===== src/rtl/iwls_verif_pkg.sv =====
// Shared types, default constants and MISR step function for the response
// checker and its signature register.
package iwls_verif_pkg;

  typedef enum logic [1:0] {
    ST_IDLE = 2'd0,
    ST_RUN  = 2'd1,
    ST_DONE = 2'd2
  } state_t;

  localparam logic [15:0] DEF_POLY = 16'h1021;
  localparam logic [15:0] DEF_SEED = 16'hFFFF;

  // One MISR step on a register of 'width' bits (width in 1..63), carried in
  // 64-bit containers so any parameterised width can share this function.
  // Bits above 'width' in the result are always zero.
  function automatic logic [63:0] misr_step(
    input logic [63:0] sig,
    input logic [63:0] poly,
    input logic [63:0] din,
    input int unsigned width
  );
    logic [63:0] mask;
    logic [63:0] fb;
    mask = (64'd1 << width) - 64'd1;
    fb   = (((sig >> (width - 32'd1)) & 64'd1) != 64'd0) ? poly : 64'd0;
    return ((sig << 1) ^ fb ^ din) & mask;
  endfunction

endpackage


===== src/rtl/response_misr.sv =====
// Multiple-input signature register: reloads SEED on load, otherwise folds
// din into the signature on every enabled cycle.
module response_misr
  import iwls_verif_pkg::*;
#(
  parameter int unsigned         SIG_W = 16,
  parameter logic [SIG_W-1:0]    POLY  = SIG_W'(DEF_POLY),
  parameter logic [SIG_W-1:0]    SEED  = SIG_W'(DEF_SEED)
) (
  input  logic             clk,
  input  logic             rst_n,
  input  logic             load,
  input  logic             en,
  input  logic [SIG_W-1:0] din,
  output logic [SIG_W-1:0] sig
);

  logic [63:0] step_full;
  logic        unused_hi;

  assign step_full = misr_step(64'(sig), 64'(POLY), 64'(din), SIG_W);
  // Upper container bits are zero by construction; fold them away explicitly.
  assign unused_hi = ^step_full[63:SIG_W];

  // Signature register: load has priority over a data step.
  always_ff @(posedge clk or negedge rst_n) begin
    if (!rst_n) begin
      sig <= SEED;
    end else if (load) begin
      sig <= SEED;
    end else if (en) begin
      sig <= step_full[SIG_W-1:0];
    end else begin
      sig <= sig;
    end
  end

endmodule


===== config.mk =====
export PLATFORM = sky130hd
export DESIGN_NAME = response_misr
export DESIGN_NICKNAME = d
export VERILOG_FILES = /design/src/rtl/iwls_verif_pkg.sv /design/src/rtl/response_misr.sv
export SDC_FILE = /design/constraint.sdc
export NUM_CORES = 1
export LEC_CHECK = 0
export ABC_AREA = 0
export CORE_AREA = 2 2 45 47
export CTS_CLUSTER_SIZE = 24
export DETAILED_ROUTE_END_ITERATION = 10
export DIE_AREA = 0 0 47 49
export DONT_BUFFER_PORTS = 1
export GPL_ROUTABILITY_DRIVEN = 1
export PLACE_DENSITY_LB_ADDON = 0.3
export SLEW_MARGIN = 40
export SYNTH_ARGS = -nofsm -noshare
export SYNTH_HDL_FRONTEND = slang
export SYNTH_SLANG_ARGS = --single-unit

===== constraint.sdc =====
create_clock -name clk -period 2.2 [get_ports clk]
set_input_delay 0.22 -clock clk [delete_from_list [all_inputs] [get_ports clk]]
set_output_delay 0.22 -clock clk [all_outputs]
set_load 0.1 [all_outputs]

# Word level (Yosys, flattened, before mapping)

Cells that the tools add are included.
W data, S select, Z words.

Reduce and logical (&&, ||, !) cells: 1
Bitwise gates (word level): 2
Multiplexer cells: 3

Operators by type and width:

| operator           | number |
|---|---|
| $mux W16           | 2 |
| $xor A16 B13 Y16   | 1 |
| $xor A16 B16 Y16   | 1 |
| $mux W13           | 1 |
| $reduce_bool A2 Y1 | 1 |

Word-level logic and storage cells: 7
Input port bits: 20
Register bits: 16

# Longest topological paths before layout

Gate-level depths: netlist (run 1).

Depth after elaboration: 5
Depth in mapped cells: 3
Gate-level depth less buffers: 2

# Least setup slack after synthesis (run 1)

OpenSTA, ideal clock, no wires.

Path type: reg-to-reg
Start: reg sig[15]
End: reg sig[5]
Arrival time: 1.663 ns
Path slack: 0.455 ns
Buffers on the path: 0
Required time: 2.118 ns
Cell stages (with the launch flop): 3
Setup time: 0.082 ns
Cell sequence: dfstp_2 -> xor3_1 -> a211o_1

Cells in the longest elaborated chain, start to end: 5

Ends and longest elaborated chain:

| element                  | line                 | text |
|---|---|---|
| start: declaration       | response_misr.sv:15  | `output logic [SIG_W-1:0] sig` |
| start signal: assignment | response_misr.sv:32  | `sig <= step_full[SIG_W-1:0];` |
| start signal: assignment | response_misr.sv:34  | `sig <= sig;` |
| $mux W13                 | iwls_verif_pkg.sv:26 | `fb = (((sig >> (width - 32'd1)) & 64'd1) != 64'd0) ? poly : 64'd0;` |
| $xor A16 B13 Y16         | iwls_verif_pkg.sv:27 | `return ((sig << 1) ^ fb ^ din) & mask;` |
| $xor A16 B16 Y16         | iwls_verif_pkg.sv:27 |  |
| $mux W16                 | response_misr.sv:31  | `end else if (en) begin` |
| $mux W16                 | response_misr.sv:29  | `end else if (load) begin` |

No other way between the ends. The select of a mux whose other input is x is not followed.
A chain may end at the register's enable or synchronous reset.

# Worst setup path in the final report (run 1)

Start: reg sig[15]
End: out sig[15]

No word-level cell between the ends.

==> results of run 1 <==
[kinds of logic after synthesis]
logic type,Yosys count,share of synthesized area (%)
buf+inv,5,2.63
simple gates,16,12.0
compound gates,16,16.4
flops,16,49.1
xor+xnor,16,19.9
[cell usage in the layout, fill, tap and decap left out]
| cell | synthesis | layout |
|---|---|---|
| nor2b_2 | 1 | 1 |
| clkbuf_4 | 0 | 3 |
| dlygate4sd3_1 | 0 | 1 |
| a211o_1 | 16 | 16 |
| xor3_1 | 2 | 2 |
| xor2_1 | 14 | 14 |
| nor2b_1 | 15 | 15 |
| buf_4 | 0 | 12 |
| dfstp_2 | 16 | 16 |
[what timing repair did]
| action | in CTS | in global routing |
|---|---|---|
| hold buffers | 1 | 0 |
| buffers inserted | 0 | 0 |
| hold endpoints to repair | 16 | 0 |
| resized for setup | 0 | 0 |
[through the flow]
step	hold WS [ps]	power [W]	worst slack [ps]
detailed placement	72.7	0.000666	819
finish	42.0	0.000814	800
floorplan	72.2	0.000639	455
global route	20.5	0.000852	761
global placement	73.1	0.000662	834
CTS	29.0	0.000827	775
[per-layer routing]
layer  GRT usage (%)  part of all wire [%]
met5               0                     0
met1            17.1                    43
met2            21.7                    49
met4            5.56                  0.56
met3            2.59                   8.3
[worst min path at each step]
stage                    to  depth (start not counted)  slack (ps)
finish              sig[11]                          1          40
floorplan            sig[0]                          0          70
global route         sig[4]                          1          20
detailed placement   sig[7]                          0          70
global placement     sig[7]                          0          70
CTS                  sig[0]                          1          30
[where the power goes]
group          internal, W  total, W  leakage, nW  switching, W
registers         0.000340  0.000408        0.169     0.0000686
logic            0.0000813  0.000258        0.238      0.000177
clock network    0.0000633  0.000147       0.0138     0.0000835
[worst reg2reg max path: cells and delay by family (launching register included)]
| kind | cells | cell delay (ps) |
|---|---|---|
| compound gates | 1 | 310 |
| flops | 1 | 880 |
| xor+xnor | 1 | 130 |
[final cells by class]
class                   instances  area, µm²  area share (%)
multi-input cells              48        413            41.7
well taps                      27       33.8            3.41
flip-flops and latches         16        420            42.5
clock buffers                   3       22.5            2.28
repair buffers                 13        100            10.1
==> results by group, run 1 <==
Status
  – Status: finished clean

Worst setup path
  – Worst flop-to-flop path startpoint: sig[7]
  – Reg-to-reg endpoint: sig[8]
  – Worst Path Required: 1980 ps
  – Crit-path max cell delay: 600 ps
  – Setup CP Type: reg -> out
  – Critical path startpoint category: flop
  – Slowest CP cell: dfstp_2
  – Worst setup path startpoint: sig[15]
  – Worst Path Max Fanout: 5
  – R2R Setup Slk: 820 ps
  – Data arrival, critical path: 1180 ps
  – R2R depth: 2
  – Worst-path cell chain: buf_4
  – CP Depth: 1
  – Setup crit end: sig[15]
  – Crit-path leading delay family: flip-flops
  – Element type at the critical path end: primary output
  – CP Buf/Inv Count: 1

CTS
  – Clk sink count: 16
  – CTS tree: yes
  – Largest buffer count on any clock path: 2
  – H-tree Lvls: 1
  – Worst-skew pair later-pin latency: 270 ps
  – Worst-path clk slew: 90 ps
  – CTS buffer count: 3
  – Clock root buffer: clkbuf_4

Synthesis
  – Flop and latch count out of synthesis: 16
  – Async SR Flop Fraction: 100%
  – Avg Cell Area, Syn: 12.4 µm²
  – Seq/Total Area, Yosys: 49.1%
  – Synthesized Nets: 89
  – Area of the mapped netlist: 856 µm²
  – Yosys cell types: 8
  – Post-synth top area share: 49.1%
  – Yosys top cell by area: dfstp_2
  – Post-synth top cells: 16 x a211o_1, 16 x dfstp_2, 15 x nor2b_1
  – Main flop type after synthesis: dfstp_2
  – Dominant cells by area after synthesis: dfstp_2 49%, a211o_1 16%, xor2_1 14%, nor2b_1 11%, xor3_1 5.6%
  – Yosys warns: 0
  – EDFF count, synth: 0
  – Gate count after technology mapping: 69

Cells and area
  – Finished Layout Cells: 107
  – Largest regs: sig x16
  – NumNets Final: 102
  – Post-route cell area: 990 µm²
  – Share of layout cells above drive strength 1: 40.0%
  – Max FFs per register: 16
  – Fillers: 179
  – Diode count: 0
  – Biggest register: sig
  – Area growth from synthesis to layout: 15.6%
  – Finished Core Util: 53.7%

Drt
  – WL final: 1.44 mm
  – DRC violations left: 0
  – ANT nets after route: 0
  – Avg WL per Cell: 13.4 µm
  – Routed vias/inst: 5.09
  – 1st-iter DRT viols: 6
  – DR vias: 545
  – DRT Pass-1 Iters: 4

Global routing
  – Gr ovfl total: 0
  – Largest net degree at the start of global routing: 33
  – Vias in the first global route: 522
  – First-pass GRT wire length: 2.23 mm
  – GR Util All Layers: 13.4%
  – Initial antenna violation count: 0

STA
  – Setup TNS: 0 ps
  – Achievable Freq: 0.714 GHz
  – Slew Viols, Final: 0
  – Worst Tran Pin Value: 698 ps
  – Worst rel slew slack: 53.3%
  – Minimum clock period: 1400 ps
  – Final hold viol count: 0
  – Final setup violation count: 0
  – Fin crit share: 63.6%
  – RSZ-0062 raised after global routing: no
  – Clock Skew: 1.30 ps

Placed design
  – Final HPWL from detailed placement: 998 µm
  – GP Congestion: 0.618
  – Placed insts: 103
  – Post-DP Area: 957 µm²
  – I/O Buffers: 0

Power and ir drop
  – Pwr/cell area: 822 nW/µm²
  – Max VDD drop: 0.494 mV
  – Leak pwr: 0.421 nW

Floorplan
  – Initial core utilization: 46.5%
  – Die width: 47 µm
  – Core Area: 1840 µm²
  – Die height: 49 µm
  – Ports: 36
  – Die area: 2300 µm²
  – Rows: 16

Min path
  – Min-Delay Path Class: in -> reg
  – Hold Crit Start: load

Run
  – Max-cap viol count: 0
Power figures use the tool's default switching activity.
==> inputs of run 2 (changes only) <==
Clock period 2.2 ns to 1.4 ns, I/O delays scaled along.
==> results by group, run 2 (same netlist as run 1, synthesis figures left out) <==
Status
  – Status: finished clean (unchanged)

Placed design
  – Post-DP Area: 998 µm² (was 957 µm²)
  – I/O Buffers: 0 (unchanged)
  – GP Congestion: 0.627 (was 0.618)
  – Final HPWL from detailed placement: 1.09 mm (was 998 µm)
  – Placed insts: 107 (was 103)

Cells and area
  – Diode count: 0 (unchanged)
  – Most frequent cells in the layout: 16 x a211o_1, 15 x nor2b_1, 15 x buf_4 (was 16 x a211o_1, 16 x dfstp_2, 15 x nor2b_1)
  – Finished Core Util: 58.6% (was 53.7%)
  – Multi-input logic area: 413 µm² (unchanged)
  – Largest regs: sig x16 (unchanged)
  – Area growth from synthesis to layout: 26.0% (was 15.6%)
  – Finished Layout Cells: 115 (was 107)
  – Register Area: 432 µm² (was 420 µm²)
  – Biggest register: sig (unchanged)
  – Leading cell type in the layout, fill and taps excluded: a211o_1
  – Fillers: 166 (was 179)
  – Max FFs per register: 16 (unchanged)
  – NumNets Final: 109 (was 102)
  – Share of layout cells above drive strength 1: 42.0% (was 40.0%)
  – Post-route cell area: 1080 µm² (was 990 µm²)

Drt
  – WL final: 1.73 mm (was 1.44 mm)
  – DR vias: 596 (was 545)
  – Avg WL per Cell: 15.0 µm (was 13.4 µm)
  – Routed vias/inst: 5.18 (was 5.09)
  – ANT nets after route: 0 (unchanged)
  – DRT Pass-1 Iters: 2 (was 4)
  – 1st-iter DRT viols: 3 (was 6)
  – DRC violations left: 0 (unchanged)

Min path
  – Worst Hold Path EP: sig[15] (was sig[11])
  – Hold Crit Start: en (was load)
  – WHS Path Cells: 2 (was 1)
  – Min-Delay Path Class: in -> reg (unchanged)

Worst setup path
  – Reg-to-reg endpoint: sig[12] (was sig[8])
  – Critical path startpoint category: flop (unchanged)
  – Worst flop-to-flop path startpoint: sig[15] (was sig[7])
  – Slowest CP cell: dfstp_4 (was dfstp_2)
  – Data arrival, critical path: 1200 ps (was 1180 ps)
  – Crit-path leading delay family: flip-flops (unchanged)
  – Worst Path Required: 1260 ps (was 1980 ps)
  – Worst-path cell chain: buf_4 (unchanged)
  – Crit-path max cell delay: 630 ps (was 600 ps)
  – Element type at the critical path end: primary output (unchanged)
  – Worst Path Max Fanout: 3 (was 5)
  – Setup CP Type: reg -> out (unchanged)
  – R2R Setup Slk: 110 ps (was 820 ps)
  – CP Buf/Inv Count: 1 (unchanged)
  – R2R depth: 2 (unchanged)

STA
  – Worst Hold Slack: 85.1 ps (was 42.0 ps)
  – Clock Skew: 3.46 ps (was 1.30 ps)
  – Achievable Freq: 0.749 GHz
  – Setup TNS: 0 ps (unchanged)
  – Worst rel slew slack: 52.2% (was 53.3%)
  – Worst Tran Pin Value: 715 ps (was 698 ps)
  – RSZ-0062 raised after global routing: no (unchanged)
  – Final setup violation count: 0 (unchanged)
  – Minimum clock period: 1340 ps
  – Fin crit share: 95.4%
  – Slew Viols, Final: 0 (unchanged)
  – Final hold viol count: 0 (unchanged)

Floorplan
  – Die height: 49 µm (unchanged)
  – Die area: 2300 µm² (unchanged)
  – Rows: 16 (unchanged)
  – Core Area: 1840 µm² (unchanged)
  – Die width: 47 µm (unchanged)
  – Initial core utilization: 46.5% (unchanged)
  – Ports: 36 (unchanged)

Power and ir drop
  – Leak pwr: 0.461 nW (was 0.421 nW)
  – Max VDD drop: 0.603 mV (was 0.494 mV)
  – Pwr/cell area: 1290 nW/µm² (was 822 nW/µm²)

Global routing
  – Initial antenna violation count: 0 (unchanged)
  – Gr ovfl total: 0 (unchanged)
  – GR Util All Layers: 16.1% (was 13.4%)
  – Largest net degree at the start of global routing: 19 (was 33)
  – Vias in the first global route: 588 (was 522)
  – First-pass GRT wire length: 2.77 mm (was 2.23 mm)

Run
  – Max-cap viol count: 0 (unchanged)

CTS
  – Clk sink count: 16 (unchanged)
  – CTS buffer count: 3 (unchanged)
  – Post-CTS setup buffers: 0 (unchanged)
  – H-tree Lvls: 1 (unchanged)
  – Largest buffer count on any clock path: 2 (unchanged)
  – Clock root buffer: clkbuf_4 (unchanged)
  – Worst-path clk slew: 100 ps (was 90 ps)
  – CTS tree: yes (unchanged)
  – Worst-skew pair later-pin latency: 270 ps (about the same)
## run 2: cell count changes in the layout (fill, tap and decap cells not counted)
cell,change
clkbuf_8,+1
buf_6,+1
dfstp_2,-3
dfstp_4,+3
dlygate4sd3_1,+3
buf_4,+3
## run 2: power breakdown
group	internal (W)	total, W	switching (W)
sequential	0.000536	0.000574	0.0000378
clock	0.000158	0.000297	0.000140
combinational	0.000145	0.000515	0.000371
total	0.000839	0.00139	0.000548
## run 2: routing by layer
layer / track usage [%] / routed length [µm] / vias to the layer above / part of all wire, %
met5: 0 / 0 / - / 0
met4: 1.39 / 0 / 0 / 0
met3: 3.33 / 82 / 0 / 4.7
met2: 25.8 / 875 / 17 / 51
met1: 23.1 / 769 / 300 / 45
li1: - / - / 279 / -
## run 2: worst max path at each step
stage,startpoint,to,slack [ps],depth (start not counted)
floorplan,sig[15],sig[12],-80,2
global placement,sig[15],sig[12],150,2
detailed placement,sig[15],sig[12],120,2
CTS,sig[15],sig[15],20,1
global route,sig[4],sig[4],20,1
finish,sig[4],sig[4],60,1
## run 2: layout make-up
| cell class | instances | share of cell area (%) |
|---|---|---|
| Timing Repair Buffer | 20 | 15.2 |
| Multi-Input combinational cell | 48 | 38.3 |
| Clock buffer | 4 | 3.36 |
| Tap cell | 27 | 3.13 |
| Sequential cell | 16 | 40.0 |
## run 2: what timing repair did
action                                  CTS  global route
endpoints found under the setup margin    0             1
resized for setup                         0             1
hold endpoints to repair                 32             0
hold buffers                              4             0
## run 2: per-stage QoR
step           setup WS [ps]  total power, W
3_3_place_gp             150         0.00106
4_1_cts                 22.6         0.00140
6_report                64.7         0.00139
2_1_floorplan          -81.5         0.00101
5_1_grt                 19.6         0.00145
3_5_place_dp             122         0.00107
==> inputs of run 3 (changes only) <==
Settings changed: CORE_AREA 2 2 45 47 to 2 2 43 49, DIE_AREA 0 0 47 49 to 0 0 45 51, SLEW_MARGIN 40 to default.
==> results by group, run 3 (same netlist as run 1, synthesis figures left out) <==
Worst setup path
  – Slowest CP cell: dfstp_4 (unchanged)
  – Setup CP Type: reg -> out (unchanged)
  – CP Buf/Inv Count: 1 (unchanged)
  – CP Depth: 1 (unchanged)
  – Reg-to-reg endpoint: sig[12] (unchanged)
  – Worst Path Required: 1260 ps (about the same)
  – Worst Path Max Fanout: 5 (was 3)
  – Critical path startpoint category: flop (unchanged)
  – Element type at the critical path end: primary output (unchanged)
  – R2R Setup Slk: 120 ps (was 110 ps)
  – Crit-path leading delay family: flip-flops (unchanged)
  – Data arrival, critical path: 1220 ps (was 1200 ps)
  – R2R depth: 2 (unchanged)
  – Crit-path max cell delay: 650 ps (was 630 ps)
  – Worst flop-to-flop path startpoint: sig[15] (unchanged)
  – Worst-path cell chain: buf_4 (unchanged)

Cells and area
  – NumNets Final: 109 (unchanged)
  – Area growth from synthesis to layout: 23.2% (was 26.0%)
  – Fillers: 177 (was 166)
  – Most frequent cells in the layout: 16 x a211o_1, 16 x buf_4, 15 x nor2b_1 (was 16 x a211o_1, 15 x nor2b_1, 15 x buf_4)
  – Diode count: 0 (unchanged)
  – Register Area: 432 µm² (unchanged)
  – Finished Layout Cells: 107 (was 115)
  – Biggest register: sig (unchanged)
  – Largest regs: sig x16 (unchanged)
  – Multi-input logic area: 413 µm² (unchanged)
  – Max FFs per register: 16 (unchanged)
  – Share of layout cells above drive strength 1: 40.9% (was 42.0%)

STA
  – Clock Skew: 8.92 ps (was 3.46 ps)
  – Minimum clock period: 1360 ps (was 1340 ps)
  – Achievable Freq: 0.733 GHz (was 0.749 GHz)
  – RSZ-0062 raised after global routing: no (unchanged)
  – Worst Tran Pin Value: 685 ps (was 715 ps)
  – Slew Viols, Final: 0 (unchanged)
  – Fin crit share: 97.4% (was 95.4%)
  – Worst rel slew slack: 54.2% (was 52.2%)
  – Final setup violation count: 0 (unchanged)
  – Final hold viol count: 0 (unchanged)

Placed design
  – I/O Buffers: 0 (unchanged)
  – Placed insts: 99 (was 107)
  – GP Congestion: 0.635 (was 0.627)

Power and ir drop
  – Clock share of power: 18.2% (was 21.4%)
  – Reg power frac: 43.1% (was 41.4%)
  – Pwr Total: 0.00133 W (was 0.00139 W)
  – P_sw: 0.000537 W (was 0.000548 W)
  – Combinational power share: 38.7% (was 37.2%)
  – Power Internal: 0.000790 W (was 0.000839 W)
  – Pwr/cell area: 1260 nW/µm² (was 1290 nW/µm²)
  – Leak pwr: 0.454 nW (was 0.461 nW)
  – Switch share: 40.5% (was 39.5%)
  – Max VDD drop: 0.792 mV (was 0.603 mV)

Floorplan
  – Die width: 45 µm (was 47 µm)
  – Core Area: 1870 µm² (was 1840 µm²)
  – Die height: 51 µm (was 49 µm)
  – Die area: 2300 µm² (about the same)
  – Ports: 36 (unchanged)
  – Rows: 17 (was 16)
  – Initial core utilization: 45.7% (was 46.5%)

CTS
  – Gates resized, CTS repair: 0 (unchanged)
  – H-tree Lvls: 1 (unchanged)
  – Worst-path clk slew: 90 ps (was 100 ps)
  – CTS tree: yes (unchanged)
  – Clock root buffer: clkbuf_4 (unchanged)
  – Largest buffer count on any clock path: 2 (unchanged)
  – CTS buffer count: 3 (unchanged)
  – Clk sink count: 16 (unchanged)
  – Worst-skew pair later-pin latency: 270 ps (about the same)

Global routing
  – GR Util All Layers: 15.4% (was 16.1%)
  – Gr ovfl total: 0 (unchanged)
  – Largest net degree at the start of global routing: 20 (was 19)
  – Vias in the first global route: 596 (was 588)
  – First-pass GRT wire length: 2.53 mm (was 2.77 mm)
  – Initial antenna violation count: 0 (unchanged)

Drt
  – 1st-iter DRT viols: 3 (unchanged)
  – DR vias: 592 (was 596)
  – Routed vias/inst: 5.53 (was 5.18)
  – DRC violations left: 0 (unchanged)
  – Avg WL per Cell: 15.2 µm (was 15.0 µm)
  – ANT nets after route: 0 (unchanged)
  – DRT Pass-1 Iters: 3 (was 2)
  – WL final: 1.63 mm (was 1.73 mm)

Min path
  – Worst Hold Path EP: sig[15] (unchanged)
  – Hold Crit Start: en (unchanged)
  – Min-Delay Path Class: in -> reg (unchanged)
  – WHS Path Cells: 2 (unchanged)

Status
  – Status: finished clean (unchanged)

Run
  – Max-cap viol count: 0 (unchanged)
-- run 3: metal layers --
metal  up-vias  share of wire [%]  GRT usage, %
met5         -                  0             0
met4         0                1.0          7.35
met3         2                6.7          2.47
met2        21                 50          27.1
met1       292                 42          17.4
li1        277                  -             -
-- run 3: worst reg2reg max path: cells and delay by family, from the launching register on --
family	cells	cell delay [ps]
AOI/OAI and AO/OA	1	260
DFF	1	650
xor gates and xnor gates	1	310
-- run 3: area by class of cell --
type                    instances  area share (%)
repair buffers                 20            15.2
flip-flops and latches         16            40.9
multi-input cells              48            39.1
clock buffers                   4            2.49
well taps                      19            2.25
-- run 3: worst max path at each step --
stage,start,end,slack (ps)
2_1_floorplan,sig[15],sig[12],-80
5_1_grt,sig[15],sig[15],4
6_report,sig[15],sig[15],40
3_5_place_dp,sig[15],sig[12],130
3_3_place_gp,sig[15],sig[12],150
4_1_cts,sig[15],sig[15],30
-- run 3: power groups by stage --
stage / combinational, W / sequential (W) / clock, W
after floorplan: 0.000131 / 0.000876 / 0
after global placement: 0.000479 / 0.000578 / 0
after detailed placement: 0.000484 / 0.000580 / 0
after CTS: 0.000514 / 0.000573 / 0.000251
after global routing: 0.000537 / 0.000579 / 0.000270
final: 0.000513 / 0.000572 / 0.000242
-- run 3: timing repair --
item | in CTS | in global routing
endpoints found under the hold margin | 32 | 2
hold buffers | 3 | 1
setup buffers | 0 | 0
-- run 3: metrics by stage --
step	instance area, µm²	setup TNS (ps)	setup slack (ps)	utilization, %	hold WS, ps
5_1_grt	1050	0	3.67	56.4	60.2
4_1_cts	1040	0	25.5	55.8	2.96
3_3_place_gp	988	0	148	52.8	-6.73
6_report	1050	0	36.4	56.4	67.6
2_1_floorplan	867	-145	-81.5	-	-7.84
3_5_place_dp	988	0	127	52.8	-6.85
